===== config.mk =====
export PLATFORM = sky130hd
export DESIGN_NAME = valid_stream_receiver
export DESIGN_NICKNAME = d
export VERILOG_FILES = /design/src/rtl/valid_stream_receiver.sv
export SDC_FILE = /design/constraint.sdc
export NUM_CORES = 1
export LEC_CHECK = 0
export ABC_AREA = 1
export BUFFER_PORTS_ARGS = -buffer_cell sky130_fd_sc_hd__buf_2
export CORE_ASPECT_RATIO = 1.75
export CORE_MARGIN = 3
export CORE_UTILIZATION = 30
export CTS_CLUSTER_SIZE = 24
export DETAILED_ROUTE_END_ITERATION = 6
export PLACE_DENSITY = 0.56
export SYNTH_ARGS = -nofsm -noshare
export SYNTH_HDL_FRONTEND = slang
export SYNTH_SLANG_ARGS = --single-unit

===== constraint.sdc =====
create_clock -name clk -period 9.1 [get_ports clk]
set_input_delay 1.82 -clock clk [delete_from_list [all_inputs] [get_ports clk]]
set_output_delay 1.82 -clock clk [all_outputs]
set_load 0.02 [all_outputs]

===== src/rtl/valid_stream_receiver.sv =====
// ============================================================================
// Module      : valid_stream_receiver
// Description : Valid-only stream to AXI-Stream bridge. Incoming beats are
//               buffered in a DEPTH-entry FWFT FIFO; beats arriving while
//               full are dropped and flagged. Define RX_DROP_COUNT_EN to
//               build the saturating dropped-beat counter.
// Revision    : 1.0 - initial release
// ============================================================================
`default_nettype none

module valid_stream_receiver #(
    parameter int WIDTH = 32,
    parameter int DEPTH = 16
) (
    input  logic                       clk,
    input  logic                       rst,
    input  logic [WIDTH-1:0]           in_data,
    input  logic                       in_valid,
    output logic [WIDTH-1:0]           m_axis_tdata,
    output logic                       m_axis_tvalid,
    input  logic                       m_axis_tready,
    output logic [$clog2(DEPTH):0]     level,
    output logic                       overflow,
    input  logic                       overflow_clr,
    output logic [15:0]                drop_count
);

    localparam int PTR_W = $clog2(DEPTH);
    localparam int LVL_W = PTR_W + 1;
    localparam logic [LVL_W-1:0] C_FULL = LVL_W'(DEPTH);

    logic [WIDTH-1:0] mem_q [DEPTH];
    logic [PTR_W-1:0] wr_ptr_q, wr_ptr_d;
    logic [PTR_W-1:0] rd_ptr_q, rd_ptr_d;
    logic [LVL_W-1:0] level_q, level_d;
    logic [LVL_W-1:0] level_after_pop;
    logic [WIDTH-1:0] tdata_q, tdata_d;
    logic             tvalid_q;
    logic             overflow_q;
    logic             push, pop, drop;

    assign pop  = tvalid_q & m_axis_tready;
    assign push = in_valid & ~rst & ((level_q != C_FULL) | pop);
    assign drop = in_valid & ~rst & ~push;

    assign level_after_pop = level_q - LVL_W'(pop);

    always_comb begin
        wr_ptr_d = wr_ptr_q;
        rd_ptr_d = rd_ptr_q;
        level_d  = level_q;
        tdata_d  = tdata_q;
        if (push) wr_ptr_d = wr_ptr_q + PTR_W'(1);
        if (pop)  rd_ptr_d = rd_ptr_q + PTR_W'(1);
        case ({push, pop})
            2'b10:   level_d = level_q + LVL_W'(1);
            2'b01:   level_d = level_q - LVL_W'(1);
            default: level_d = level_q;
        endcase
        // Next head: the beat being written now if nothing older remains,
        // otherwise the entry the read pointer lands on.
        if (level_after_pop != '0)
            tdata_d = mem_q[rd_ptr_d];
        else if (push)
            tdata_d = in_data;
    end

    always_ff @(posedge clk) begin
        if (push) mem_q[wr_ptr_q] <= in_data;
    end

    always_ff @(posedge clk) begin
        if (rst) begin
            wr_ptr_q   <= '0;
            rd_ptr_q   <= '0;
            level_q    <= '0;
            tdata_q    <= '0;
            tvalid_q   <= 1'b0;
            overflow_q <= 1'b0;
        end else begin
            wr_ptr_q <= wr_ptr_d;
            rd_ptr_q <= rd_ptr_d;
            level_q  <= level_d;
            tdata_q  <= tdata_d;
            tvalid_q <= (level_d != '0);
            if (drop)
                overflow_q <= 1'b1;
            else if (overflow_clr)
                overflow_q <= 1'b0;
        end
    end

`ifdef RX_DROP_COUNT_EN
    logic [15:0] drop_count_q;

    always_ff @(posedge clk) begin
        if (rst)
            drop_count_q <= '0;
        else if (overflow_clr)
            drop_count_q <= drop ? 16'd1 : 16'd0;
        else if (drop && drop_count_q != 16'hFFFF)
            drop_count_q <= drop_count_q + 16'd1;
    end

    assign drop_count = drop_count_q;
`else
    assign drop_count = 16'd0;
`endif

    assign m_axis_tdata  = tdata_q;
    assign m_axis_tvalid = tvalid_q;
    assign level         = level_q;
    assign overflow      = overflow_q;

endmodule

`default_nettype wire


* After elaboration in Yosys (flattened, before gate mapping)
Memory sizes are Yosys's and may differ from the RTL's.
Index checks and enable logic that the tools add are counted.
** Word-level totals
- Flip-flop bits (word level) :: 47
- RAM bits :: 512
- Logic and storage cells :: 34
- Memories :: 1
** Memory list
- mem_q :: depth 16, width 32, read ports 1, clocked after Yosys merged registers in 0, write ports 1, RTL line 32 : logic [WIDTH-1:0] mem_q [DEPTH];
** Operators by class
- Add/subtract/negate cells :: 5
- Equality and inequality tests :: 3
- Mux-type cells :: 8
- Bitwise gates (word level) :: 7
- Reduce and logical (&&, ||, !) cells :: 4
** Operators by type and width (count)
- two-way mux 32 bit :: 2
- case mux 5 bit (2 select lines) :: 1
- nonzero test 5 bit :: 2
- adder 4 x 1 -> 4 bit (second input constant) :: 2
- adder 5 x 1 -> 5 bit (second input constant) :: 1
- != test 5 bit (second input constant) :: 1
- subtractor 5 x 1 -> 5 bit :: 1
- subtractor 5 x 1 -> 5 bit (second input constant) :: 1
- AND 1 bit :: 4
- two-way mux 1 bit :: 4
- two-way mux 4 bit :: 1
- nonzero test 2 bit :: 2
- == test 2 x 1 -> 1 bit (second input constant) :: 1
- == test 2 bit (second input constant) :: 1
- NOT 1 bit :: 2
- bitwise OR 1 bit :: 1

* Longest topological paths before layout
Gate-level depths: netlist (run 1).
- Word-level depth :: 6
- Gate-level depth with buffers :: 14
- Mapped depth without buffers :: 13

* Least setup slack after synthesis (run 1)
Ideal clock, no wire load.
- Kind :: input port to flip-flop
- From :: input port rst
- To :: memory mem_q[11][0] (enable)
- Setup time :: 0.421 ns
- Arrival :: 3.945 ns
- Slack :: 4.733 ns
- Stages on the path :: 8
- Path buffers :: 1
- Cells stage by stage :: buf_2 -> inv_2 -> nand2_1 -> inv_1 -> nand2_1 -> inv_1 -> nand2_1 -> nor2_1
** Between the ends
- Cells in the longest elaborated chain, start to end :: 5
** RTL lines
- start: declaration :: RTL line 16 : input logic rst,
- NOT 1 bit :: RTL line 43 : assign push = in_valid & ~rst & ((level_q != C_FULL) | pop);
- AND 1 bit (2 in series) :: RTL line 43
- two-way mux 1 bit :: RTL line 69 : if (push) mem_q[wr_ptr_q] <= in_data;
- two-way mux 1 bit (implied by the code) :: RTL line 69
- end: declaration :: RTL line 32
Every way passes these cells.

* Worst setup path in the final report (run 1)
- From :: input port m_axis_tready
- To :: register tdata_q[2], in the netlist m_axis_tdata[2]
** Between the ends
- Cells in the longest elaborated chain, start to end :: 4
- Elaborated cells between the ends (all ways) :: 9
- Classes of those cells :: 1 x add/sub; 2 x mux; 3 x bitwise; 2 x reduce/logical; 1 x memory
** RTL lines
- start: declaration :: RTL line 21 : input logic m_axis_tready,
- AND 1 bit (*) :: RTL line 42 : assign pop = tvalid_q & m_axis_tready;
- subtractor 5 x 1 -> 5 bit, or another cell as far along :: RTL line 46 : assign level_after_pop = level_q - LVL_W'(pop);
- nonzero test 5 bit, or another cell as far along :: RTL line 62 : if (level_after_pop != '0)
- two-way mux 32 bit or nonzero test 2 bit (tied branches)
- end signal: assignment :: RTL line 84 : tdata_q <= tdata_d;
- end: declaration :: RTL line 37 : logic [WIDTH-1:0] tdata_q, tdata_d;
Every way passes the cells marked *; elsewhere a longest branch is shown, timed or not.
A chain may end at the register's enable or synchronous reset.

==> results of run 1 <==
==> layout by cell type, fill, tap and decap left out, types with 3 or more instances in the layout <==
master	Yosys	final
a21oi_1	37	37
buf_2	108	75
buf_4	16	32
bufinv_16	0	5
clkbuf_1	31	10
clkbuf_16	0	49
clkbuf_8	0	4
clkinv_1	0	6
clkinv_2	0	9
conb_1	1	16
dfxtp_1	47	47
diode_2	0	3
edfxtp_1	512	512
ha_1	9	9
inv_1	182	181
inv_2	3	4
nand2_1	609	607
nand3_1	518	518
nand3b_1	96	96
nor2_1	92	76
nor2_4	1	17
o21a_1	3	3
o21ai_0	5	5
xor2_1	3	3
==> registers in the layout, indices dropped and copies added, names as in the netlist <==
register / count
level: 5
overflow: 1
rd_ptr_q: 4
wr_ptr_q: 4
m_axis_tvalid: 1
m_axis_tdata: 32
mem_q: 512
==> final cells by class <==
class	instances	area, um2	area share
clock inverters	23	243	0.00891
inverters	185	694	0.0255
multi-input cells	1403	6710	0.247
repair buffers	108	636	0.0233
clock buffers	63	1320	0.0484
flip-flops and latches	559	16300	0.599
diodes	3	7.51	0.000276
well taps	1042	1300	0.0479
==> how the worst max path moves through the flow <==
stage	start	to	slack (ps)	cells after the start
after floorplan	rst	mem_q[11][0]$_DFFE_PP_	4730	8
after global placement	m_axis_tready	m_axis_tdata[11]$_SDFFE_PP0P_	3840	12
after detailed placement	m_axis_tready	m_axis_tdata[28]$_SDFFE_PP0P_	3780	12
after CTS	m_axis_tready	m_axis_tdata[28]$_SDFFE_PP0P_	4410	12
after global routing	m_axis_tready	m_axis_tdata[25]$_SDFFE_PP0P_	4070	13
final	m_axis_tready	m_axis_tdata[2]$_SDFFE_PP0P_	4370	13
==> stage by stage <==
step	power [uW]	hold slack (ps)
floorplan	4250	490
global placement	4750	455
detailed placement	4780	454
CTS	6850	465
global route	7160	475
finish	6790	460
==> report_power, final <==
part	switching [uW]	total, uW	internal, uW
clock	914	2080	1160
sequential	56.1	2930	2880
combinational	1280	1780	503
total	2250	6790	4540
==> per-layer routing <==
metal  global-route usage  vias up
met5                    0        -
met1                0.180     8329
met2                0.296      587
li1                     -     7803
met4               0.0741        2
met3               0.0218      161
==> critical path: stages <==
cell,delay [ps]
buf_2,120
nand2_2,170
nand2_8,600
buf_4,750
buf_4,800
nand3_1,160
nand2_1,120
nand2_1,50
nand3_1,110
nand3_1,80
nand3_1,100
nand2_1,70
a21oi_1,120
==> Yosys cell counts (5+ instances only) <==
library cell  instances
buf_4                16
nand2_1             609
ha_1                  9
dfxtp_1              47
buf_1                10
nand3_1             518
a21oi_1              37
inv_1               182
buf_2               108
edfxtp_1            512
o21ai_0               5
clkbuf_1             31
nor2_1               92
nand3b_1             96
==> cell families after synthesis <==
family	synth area share
and+or+nand+nor	0.248
adders and majority gates	0.00546
other	0.000154
xor gates and xnor gates	0.00247
buffers and inverters	0.0621
AOI/OAI and AO/OA	0.0100
DFF	0.672
==> impl_metrics.yaml, run 1 <==
floorplan:
  start_util: 0.303
  coreArea_um2: 80100
  die_w_um: 221
  io_pins: 92
  fp-row-count: 137
  die_height_um: 382
  dieArea_um2: 84500
placed_design:
  post-dp-hpwl_mm: 35.8
  placed_cells: 3297
  pre_cts_ws_ps: 3780
  place_area_um2: 25700
  globalplace.congestion: 0.766
  numPortBuffers: 75
synthesis:
  async_flop_share: 0
  synth_cells: 2297
  yosys.cell_types.count: 29
  yosysTopAreaCellShare: 0.633
  synth_largest_area_cell: "edfxtp_1"
  synth_enable_flop_cells: 512
  synth_area_leaders: "edfxtp_1 63%, nand3_1 11%, nand2_1 9.4%"
  ys_warn_count: 0
  avgSynthCellArea_um2: 10.6
  synth-seq-cells: 559
  syn-cell-area_um2: 24300
  synth-seq-area-share: 0.672
  synthFlopType: "edfxtp_1"
drt:
  via_per_inst: 4.99
  vias: 16900
  wl_mm: 69.1
  drc: 0
  wl_met1_mm: 26.1
  avgRoutedWirePerCell_um: 20.4
  wl_met2_mm: 36.2
  drtPass1Iterations: 5
  met3WireLength_mm: 3.73
  ant_nets: 0
  drt_iter0_markers: 1307
  routed.top_layer: "met5"
cells_and_area:
  final_util: 0.340
  finalNonFillerCells: 3386
  drive_gt1_frac: 0.0893
  fillCellCount: 7816
  stdcell_area_um2: 27200
  area_delta_synth_final_pct: 12.1
  nets: 2351
worst_setup_path:
  cp.required_ps: 9610
  start_kind: "input port"
  cp-end-kind: "flop"
  reg2reg_to: "m_axis_tdata[2]$_SDFFE_PP0P_"
  worstPathArrival_ps: 5230
  worstSetupPathType: "in2reg"
  critPathMaxFanout: 121
  worstReg2RegStart: "m_axis_tvalid$_SDFF_PP0_"
  r2r_slack_ps: 5220
  reg2reg_depth: 12
timing:
  finalClockSkew_ps: 13.8
  fin_crit_sh: 0.519
  final.setup.tns_ps: 0
  worst_pin_slew_ps: 1070
  fin_crit_ps: 4730
  setup_slack_ps: 4370
  relSlewSlack: 0.281
  drv_slew: 0
  finalSetupViolCount: 0
  rsz0062_at_grt: "false"
  max_freq_ghz: 0.212
  hold_viol: 0
grt:
  overflow: 0
  grt_pass1_wl_mm: 104
  grt_max_degree: 141
  grt_pass1_vias: 16800
  gr-usage-all-layers: 0.159
  antenna_found_initial: 11
cts:
  cts.reportedPaths.clkPinSlew_ps: 70
  numCtsBuffers: 47
  clkSinkCount: 559
  root_buffer: "clkbuf_16"
  post_cts_buffers: 0
  clk_latency_ps: 590
  hold_buffers: 0
  cts.path.max_buffers: 3
  htree_levels: 2
  post_cts_resized: 0
  cts_tree: "built"
worst_hold_path:
  min_to: "m_axis_tdata[24]$_SDFFE_PP0P_"
  min_path_cells: 2
  min_path_type: "reg2reg"
  min_from: "m_axis_tdata[24]$_SDFFE_PP0P_"
status:
  status: "finished, final reports clean"
power:
  p_leak_uw: 0.0105
  vdd_drop_max_mv: 0.149
  powerDensity_nw_per_um2: 249
job:
  cap_viol_max_count: 0
No activity file was read; power rests on OpenSTA's default activity.
==> inputs of run 2 (changes only) <==
--- a/config.mk
+++ b/config.mk
@@ -12,7 +12,7 @@
 export CORE_UTILIZATION = 30
 export CTS_CLUSTER_SIZE = 24
 export DETAILED_ROUTE_END_ITERATION = 6
-export PLACE_DENSITY = 0.56
+export PLACE_DENSITY = 0.57
 export SYNTH_ARGS = -nofsm -noshare
 export SYNTH_HDL_FRONTEND = slang
 export SYNTH_SLANG_ARGS = --single-unit
==> constraint.sdc (replaced) <==
create_clock -name clk -period 4.07 [get_ports clk]
set_input_delay 0.814 -clock clk [delete_from_list [all_inputs] [get_ports clk]]
set_output_delay 0.814 -clock clk [all_outputs]
set_load 0.02 [all_outputs]
==> run 2 against run 1 <==
  * Power increased by 120%
  * Critical path type is now reg2reg
  * Clock skew grew 8.0 ps
  * Final area grew 1.3%
  * Clock power up 120%
  * Clock-buffer cell count increased by 4
  * Critical endpoint is now m_axis_tdata[1]$_SDFFE_PP0P_
  * Via count is 0.85% higher
  * Worst hold slack worse by 7.6 ps
  * Wire length grew 1.7%
  * Utilization increased by 0.46 points
  * Cell count grew 0.83%
==> impl_metrics.yaml, run 2 (same netlist as run 1, synthesis figures left out) <==
cells_and_area:
  stdcell_area_um2: 27600
  drive_gt1_frac: 0.101
  area_delta_synth_final_pct: 13.6
  layout_commonest_cell: "nand2_1"
  finalNonFillerCells: 3414
  regMostFlops: "mem_q"
  multi_input_area_um2: 6710
  nets: 2379
  fillCellCount: 7872
  largest_reg_flops: 512
  mostFrequentLayoutCells: "607 x nand2_1, 518 x nand3_1, 512 x edfxtp_1, 181 x inv_1, 96 x nand3b_1"
  regArea_um2: 16300
placed_design:
  numPortBuffers: 75
  place_area_um2: 26100
  globalplace.congestion: 0.758
  placed_cells: 3326
  post-dp-hpwl_mm: 38.3
status:
  status: "finished, final reports clean"
floorplan:
  start_util: 0.303
  die_w_um: 221
  coreArea_um2: 80100
  io_pins: 92
  dieArea_um2: 84500
  fp-row-count: 137
  die_height_um: 382
power:
  p_leak_uw: 0.0107
  powerDensity_nw_per_um2: 553
  vdd_drop_max_mv: 0.306
timing:
  max_freq_ghz: 0.370
  rsz0062_at_grt: "false"
  final.setup.tns_ps: 0
  fin_crit_ps: 2700
  fin_crit_sh: 0.664
  finalClockSkew_ps: 21.8
  relSlewSlack: 0.273
  drv_slew: 0
  finalSetupViolCount: 0
  hold_viol: 0
  worst_pin_slew_ps: 1090
worst_setup_path:
  cp_cell_sequence: "nand2_2 -> inv_2 -> ha_1 -> nand4_1 -> nor3b_1 -> inv_2 -> nor2_4 -> buf_4 -> nor2_1 -> nand2_1 -> a21oi_1"
  cpLargestDelayFamily: "simple AND/OR/NAND/NOR gates"
  cp-end-kind: "flop"
  endpoint: "m_axis_tdata[1]$_SDFFE_PP0P_"
  worstReg2RegStart: "m_axis_tvalid$_SDFF_PP0_"
  worstPathArrival_ps: 3110
  r2r_slack_ps: 1370
  slowest_delay_ps: 460
  cp.required_ps: 4480
  critical_path_depth: 11
  cpMostUsedCell: "inv_2"
  reg2reg_to: "m_axis_tdata[1]$_SDFFE_PP0P_"
  critPathMaxFanout: 34
  cp_num_buf_inv: 3
  worstSetupPathType: "reg2reg"
  crit_start: "m_axis_tvalid$_SDFF_PP0_"
  start_kind: "flop"
  slowest_stage: "buf_4"
  reg2reg_depth: 11
grt:
  grt_max_degree: 170
  gr-usage-all-layers: 0.163
  antenna_found_initial: 8
  overflow: 0
  grt_pass1_vias: 16900
  grt_pass1_wl_mm: 106
drt:
  wl_mm: 70.3
  vias: 17000
  avgRoutedWirePerCell_um: 20.6
  drt_iter0_markers: 1553
  ant_nets: 0
  via_per_inst: 4.99
  drtPass1Iterations: 6
  drc: 0
cts:
  cts_tree: "built"
  hold_buffers: 0
  htree_levels: 2
  cts.path.max_buffers: 3
  clkSinkCount: 559
  post_cts_buffers: 0
  post_cts_resized: 0
  clk_latency_ps: 580
  numCtsBuffers: 46
  cts.reportedPaths.clkPinSlew_ps: 70
  root_buffer: "clkbuf_16"
job:
  cap_viol_max_count: 0
worst_hold_path:
  min_path_cells: 2
  min_path_type: "in2reg"
-- run 2: how the worst min path moves through the flow --
stage | slack (ps) | end | from
3_5_place_dp | 460 | m_axis_tdata[7]$_SDFFE_PP0P_ | m_axis_tdata[7]$_SDFFE_PP0P_
4_1_cts | 400 | overflow$_SDFFE_PP0P_ | overflow_clr
5_1_grt | 440 | overflow$_SDFFE_PP0P_ | overflow_clr
3_3_place_gp | 460 | m_axis_tdata[20]$_SDFFE_PP0P_ | m_axis_tdata[20]$_SDFFE_PP0P_
6_report | 450 | overflow$_SDFFE_PP0P_ | overflow_clr
2_1_floorplan | 490 | wr_ptr_q[3]$_SDFFE_PP0P_ | wr_ptr_q[3]$_SDFFE_PP0P_
-- run 2: worst reg2reg max path, stage by stage (launching register included) --
cell and delay, ps:
dfxtp_1 360, nand2_2 240, inv_2 100, ha_1 280
nand4_1 90, nor3b_1 300, inv_2 250, nor2_4 150
buf_4 460, nor2_1 140, nand2_1 100, a21oi_1 70
-- run 2: layout make-up --
cell class,count,area share
clock buffer,67,0.0478
timing repair buffer,137,0.0382
multi-input combinational,1403,0.243
clock inverter,19,0.00698
antenna,2,0.000181
inverter,185,0.0252
sequential,559,0.591
tap,1042,0.0472
-- run 2: stage by stage --
step / utilization / power [uW] / hold slack [ps] / worst slack (ps)
detailed placement: 0.326 / 10900 / 456 / 837
global route: 0.345 / 16100 / 440 / 1180
finish: 0.345 / 15300 / 453 / 1370
CTS: 0.345 / 15400 / 398 / 1370
floorplan: - / 9490 / 490 / 709
global placement: 0.326 / 10800 / 455 / 929
-- run 2: report_power, final --
| part | internal [uW] | switching [uW] |
|---|---|---|
| clock | 2460 | 2080 |
| sequential | 6430 | 113 |
| combinational | 1250 | 2930 |
| total | 10200 | 5120 |
-- run 2: layer usage --
metal	routed length, um	track usage	part of all wire
met1	28100	0.201	0.40
met2	35100	0.282	0.50
met3	4380	0.0299	0.062
met4	2630	0.0641	0.037
met5	13	0	0.00019
==> inputs of run 3 (changes only) <==
--- a/config.mk
+++ b/config.mk
@@ -5,14 +5,14 @@
 export SDC_FILE = /design/constraint.sdc
 export NUM_CORES = 1
 export LEC_CHECK = 0
-export ABC_AREA = 1
+export ABC_AREA = 0
 export BUFFER_PORTS_ARGS = -buffer_cell sky130_fd_sc_hd__buf_2
 export CORE_ASPECT_RATIO = 1.75
 export CORE_MARGIN = 3
 export CORE_UTILIZATION = 30
 export CTS_CLUSTER_SIZE = 24
 export DETAILED_ROUTE_END_ITERATION = 6
-export PLACE_DENSITY = 0.57
+export PLACE_DENSITY = 0.55
 export SYNTH_ARGS = -nofsm -noshare
 export SYNTH_HDL_FRONTEND = slang
 export SYNTH_SLANG_ARGS = --single-unit
==> constraint.sdc (replaced) <==
create_clock -name clk -period 2.7 [get_ports clk]
set_input_delay 0.54 -clock clk [delete_from_list [all_inputs] [get_ports clk]]
set_output_delay 0.54 -clock clk [all_outputs]
set_load 0.02 [all_outputs]
==> run 3 against run 2 <==
  * First-iteration DRC count fell by 16%
  * Global-route usage rose by 0.30 points
  * Highest routed layer unchanged
  * Via count fell by 5.1%
  * Synthesized area rose by 10%
  * Setup slack got worse by 1100 ps
  * Clock-buffer cell count did not move
  * Sequential power rose by 51%
==> impl_metrics.yaml, run 3 <==
synthesis:
  synth_area_leaders: "edfxtp_1 57%, mux4_2 13%, mux2i_1 12%"
  ys_warn_count: 0
  yosys.cell_types.count: 58
  synth_enable_flop_cells: 512
  avgSynthCellArea_um2: 16.2
  syn-cell-area_um2: 26800
  synth-seq-cells: 559
  synthFlopType: "edfxtp_1"
  async_flop_share: 0
  netlist_top_cells_count: "512 x edfxtp_1, 313 x mux2i_1, 158 x mux4_2"
  yosysTopAreaCellShare: 0.574
  synth_largest_area_cell: "edfxtp_1"
  synth_cells: 1659
  yosysMostFrequentCell: "edfxtp_1"
  synth-seq-area-share: 0.609
power:
  powerDensity_nw_per_um2: 675
  vdd_drop_max_mv: 0.478
  p_leak_uw: 0.00945
cts:
  numCtsBuffers: 49
  cts_tree: "built"
  root_buffer: "clkbuf_16"
  htree_levels: 2
  clkSinkCount: 559
  clk_latency_ps: 610
  hold_buffers: 0
  post_cts_buffers: 0
  cts.path.max_buffers: 3
  cts.reportedPaths.clkPinSlew_ps: 70
  post_cts_resized: 0
grt:
  grt_max_degree: 51
  overflow: 0
  grt_pass1_vias: 17100
  antenna_found_initial: 6
  gr-usage-all-layers: 0.166
  grt_pass1_wl_mm: 115
timing:
  fin_crit_ps: 2430
  hold_viol: 0
  worst_pin_slew_ps: 572
  finalClockSkew_ps: 22.1
  finalSetupViolCount: 0
  rsz0062_at_grt: "false"
  drv_slew: 0
  max_freq_ghz: 0.411
  relSlewSlack: 0.618
  fin_crit_sh: 0.902
drt:
  drc: 0
  drtPass1Iterations: 5
  avgRoutedWirePerCell_um: 26.3
  wl_mm: 78.3
  vias: 16200
  drt_iter0_markers: 1299
  ant_nets: 0
  via_per_inst: 5.44
worst_setup_path:
  worstPathArrival_ps: 2920
  cp_cell_sequence: "ha_4 -> buf_12 -> mux4_2 -> a22oi_1 -> nand3_1 -> a31oi_1 -> o21ai_1"
  worstSetupPathType: "reg2reg"
  cp_num_buf_inv: 1
  critPathMaxFanout: 22
  cp.required_ps: 3180
  slowest_stage: "mux4_2"
  slowest_delay_ps: 520
  start_kind: "flop"
  cpLargestDelayFamily: "compound AO/OA/AOI/OAI gates"
  cp-end-kind: "flop"
cells_and_area:
  fillCellCount: 8377
  mostFrequentLayoutCells: "512 x edfxtp_1, 313 x mux2i_1, 158 x mux4_2, 94 x nand3_1, 75 x buf_2"
  area_delta_synth_final_pct: 16.2
  nets: 1806
  layout_commonest_cell: "edfxtp_1"
  stdcell_area_um2: 31100
  regMostFlops: "mem_q"
  largest_reg_flops: 512
  drive_gt1_frac: 0.253
  final_util: 0.353
placed_design:
  numPortBuffers: 75
  post-dp-hpwl_mm: 47.3
  place_area_um2: 29500
  globalplace.congestion: 0.761
floorplan:
  die_w_um: 232
  io_pins: 92
  fp-row-count: 144
  dieArea_um2: 93100
  start_util: 0.304
  coreArea_um2: 88300
  die_height_um: 401
worst_hold_path:
  min_path_type: "in2reg"
status:
  status: "finished, final reports clean"
job:
  cap_viol_max_count: 0
==> run 3: changes by cell type in the layout (fill, tap and decap cells not counted), sizes merged, moves of 49 or more <==
cell    change
mux2i     +313
a22oi      +65
nand2     -567
inv       -179
o21ai      +56
buf        +49
mux4      +158
nand3     -424
nand3b     -96
nor2       -59
==> run 3: final timing paths <==
path | from | to | slack [ps] | depth (start not counted)
worst max-delay path | rd_ptr_q[1]$_SDFF_PP0_ | m_axis_tdata[18]$_SDFFE_PP0P_ | 270 | 7
worst min-delay path | overflow_clr | overflow$_SDFFE_PP0P_ | 180 | 4
worst max register to register | rd_ptr_q[1]$_SDFF_PP0_ | m_axis_tdata[18]$_SDFFE_PP0P_ | 270 | 7
worst min register to register | overflow$_SDFFE_PP0P_ | overflow$_SDFFE_PP0P_ | 440 | 2
==> run 3: routing by layer <==
metal / vias to the layer above / wire [um] / global-route usage
met2: 526 / 43200 / 0.314
met3: 155 / 3470 / 0.0161
met4: 4 / 3010 / 0.0664
li1: 6956 / - / -
met5: - / 26 / 0
met1: 8513 / 28600 / 0.189
==> run 3: cell families (layout without fill, tap and decap cells) <==
logic type / after synthesis / in the layout / share of synthesized area
DFF: 559 / 559 / 0.609
xor gates and xnor gates: 9 / 9 / 0.00294
muxes: 471 / 471 / 0.250
other: 1 / 19 / 0.000140
buffers and inverters: 159 / 285 / 0.0355
AOI/OAI and AO/OA: 226 / 226 / 0.0564
adders and majority gates: 10 / 10 / 0.00495
and+or+nand+nor: 224 / 224 / 0.0416
==> run 3: final cells by class <==
cell class	instances	area, um2	share of cell area
diodes	3	7.51	0.000241
multi-input cells	956	9840	0.316
flip-flops and latches	559	16300	0.524
clock inverters	25	340	0.0109
clock buffers	67	1340	0.0429
well taps	1168	1460	0.0469
repair buffers	186	1810	0.0581
inverters	7	28.8	0.000924
==> run 3: power breakdown <==
group	internal (uW)	leakage (uW)	switching, uW
combinational	1580	0.00364	2130
sequential	9680	0.00500	214
clock	4170	0.000810	3260
total	15400	0.00945	5610
==> run 3: through the flow <==
| stage | TNS [ps] | power (uW) | hold WS, ps | setup WS, ps | std cells |
|---|---|---|---|---|---|
| 6_report | 0 | 21000 | 184 | 266 | 2971 |
| 3_3_place_gp | 0 | 13800 | 436 | 131 | 2876 |
| 4_1_cts | 0 | 21300 | 166 | 273 | 2968 |
| 5_1_grt | 0 | 21800 | 217 | 122 | 2969 |
| 2_1_floorplan | -2810 | 12500 | 519 | -20.7 | 1674 |
| 3_5_place_dp | 0 | 13800 | 441 | 112 | 2876 |
==> run 3: worst register-to-register path, delay by kind of cell, from the launching register on <==
| family | cells | cell delay, ps |
|---|---|---|
| AOI/OAI and AO/OA | 3 | 640 |
| muxes | 1 | 520 |
| adders and majority gates | 1 | 430 |
| DFF | 1 | 360 |
| buffers and inverters | 1 | 260 |
| and+or+nand+nor | 1 | 110 |
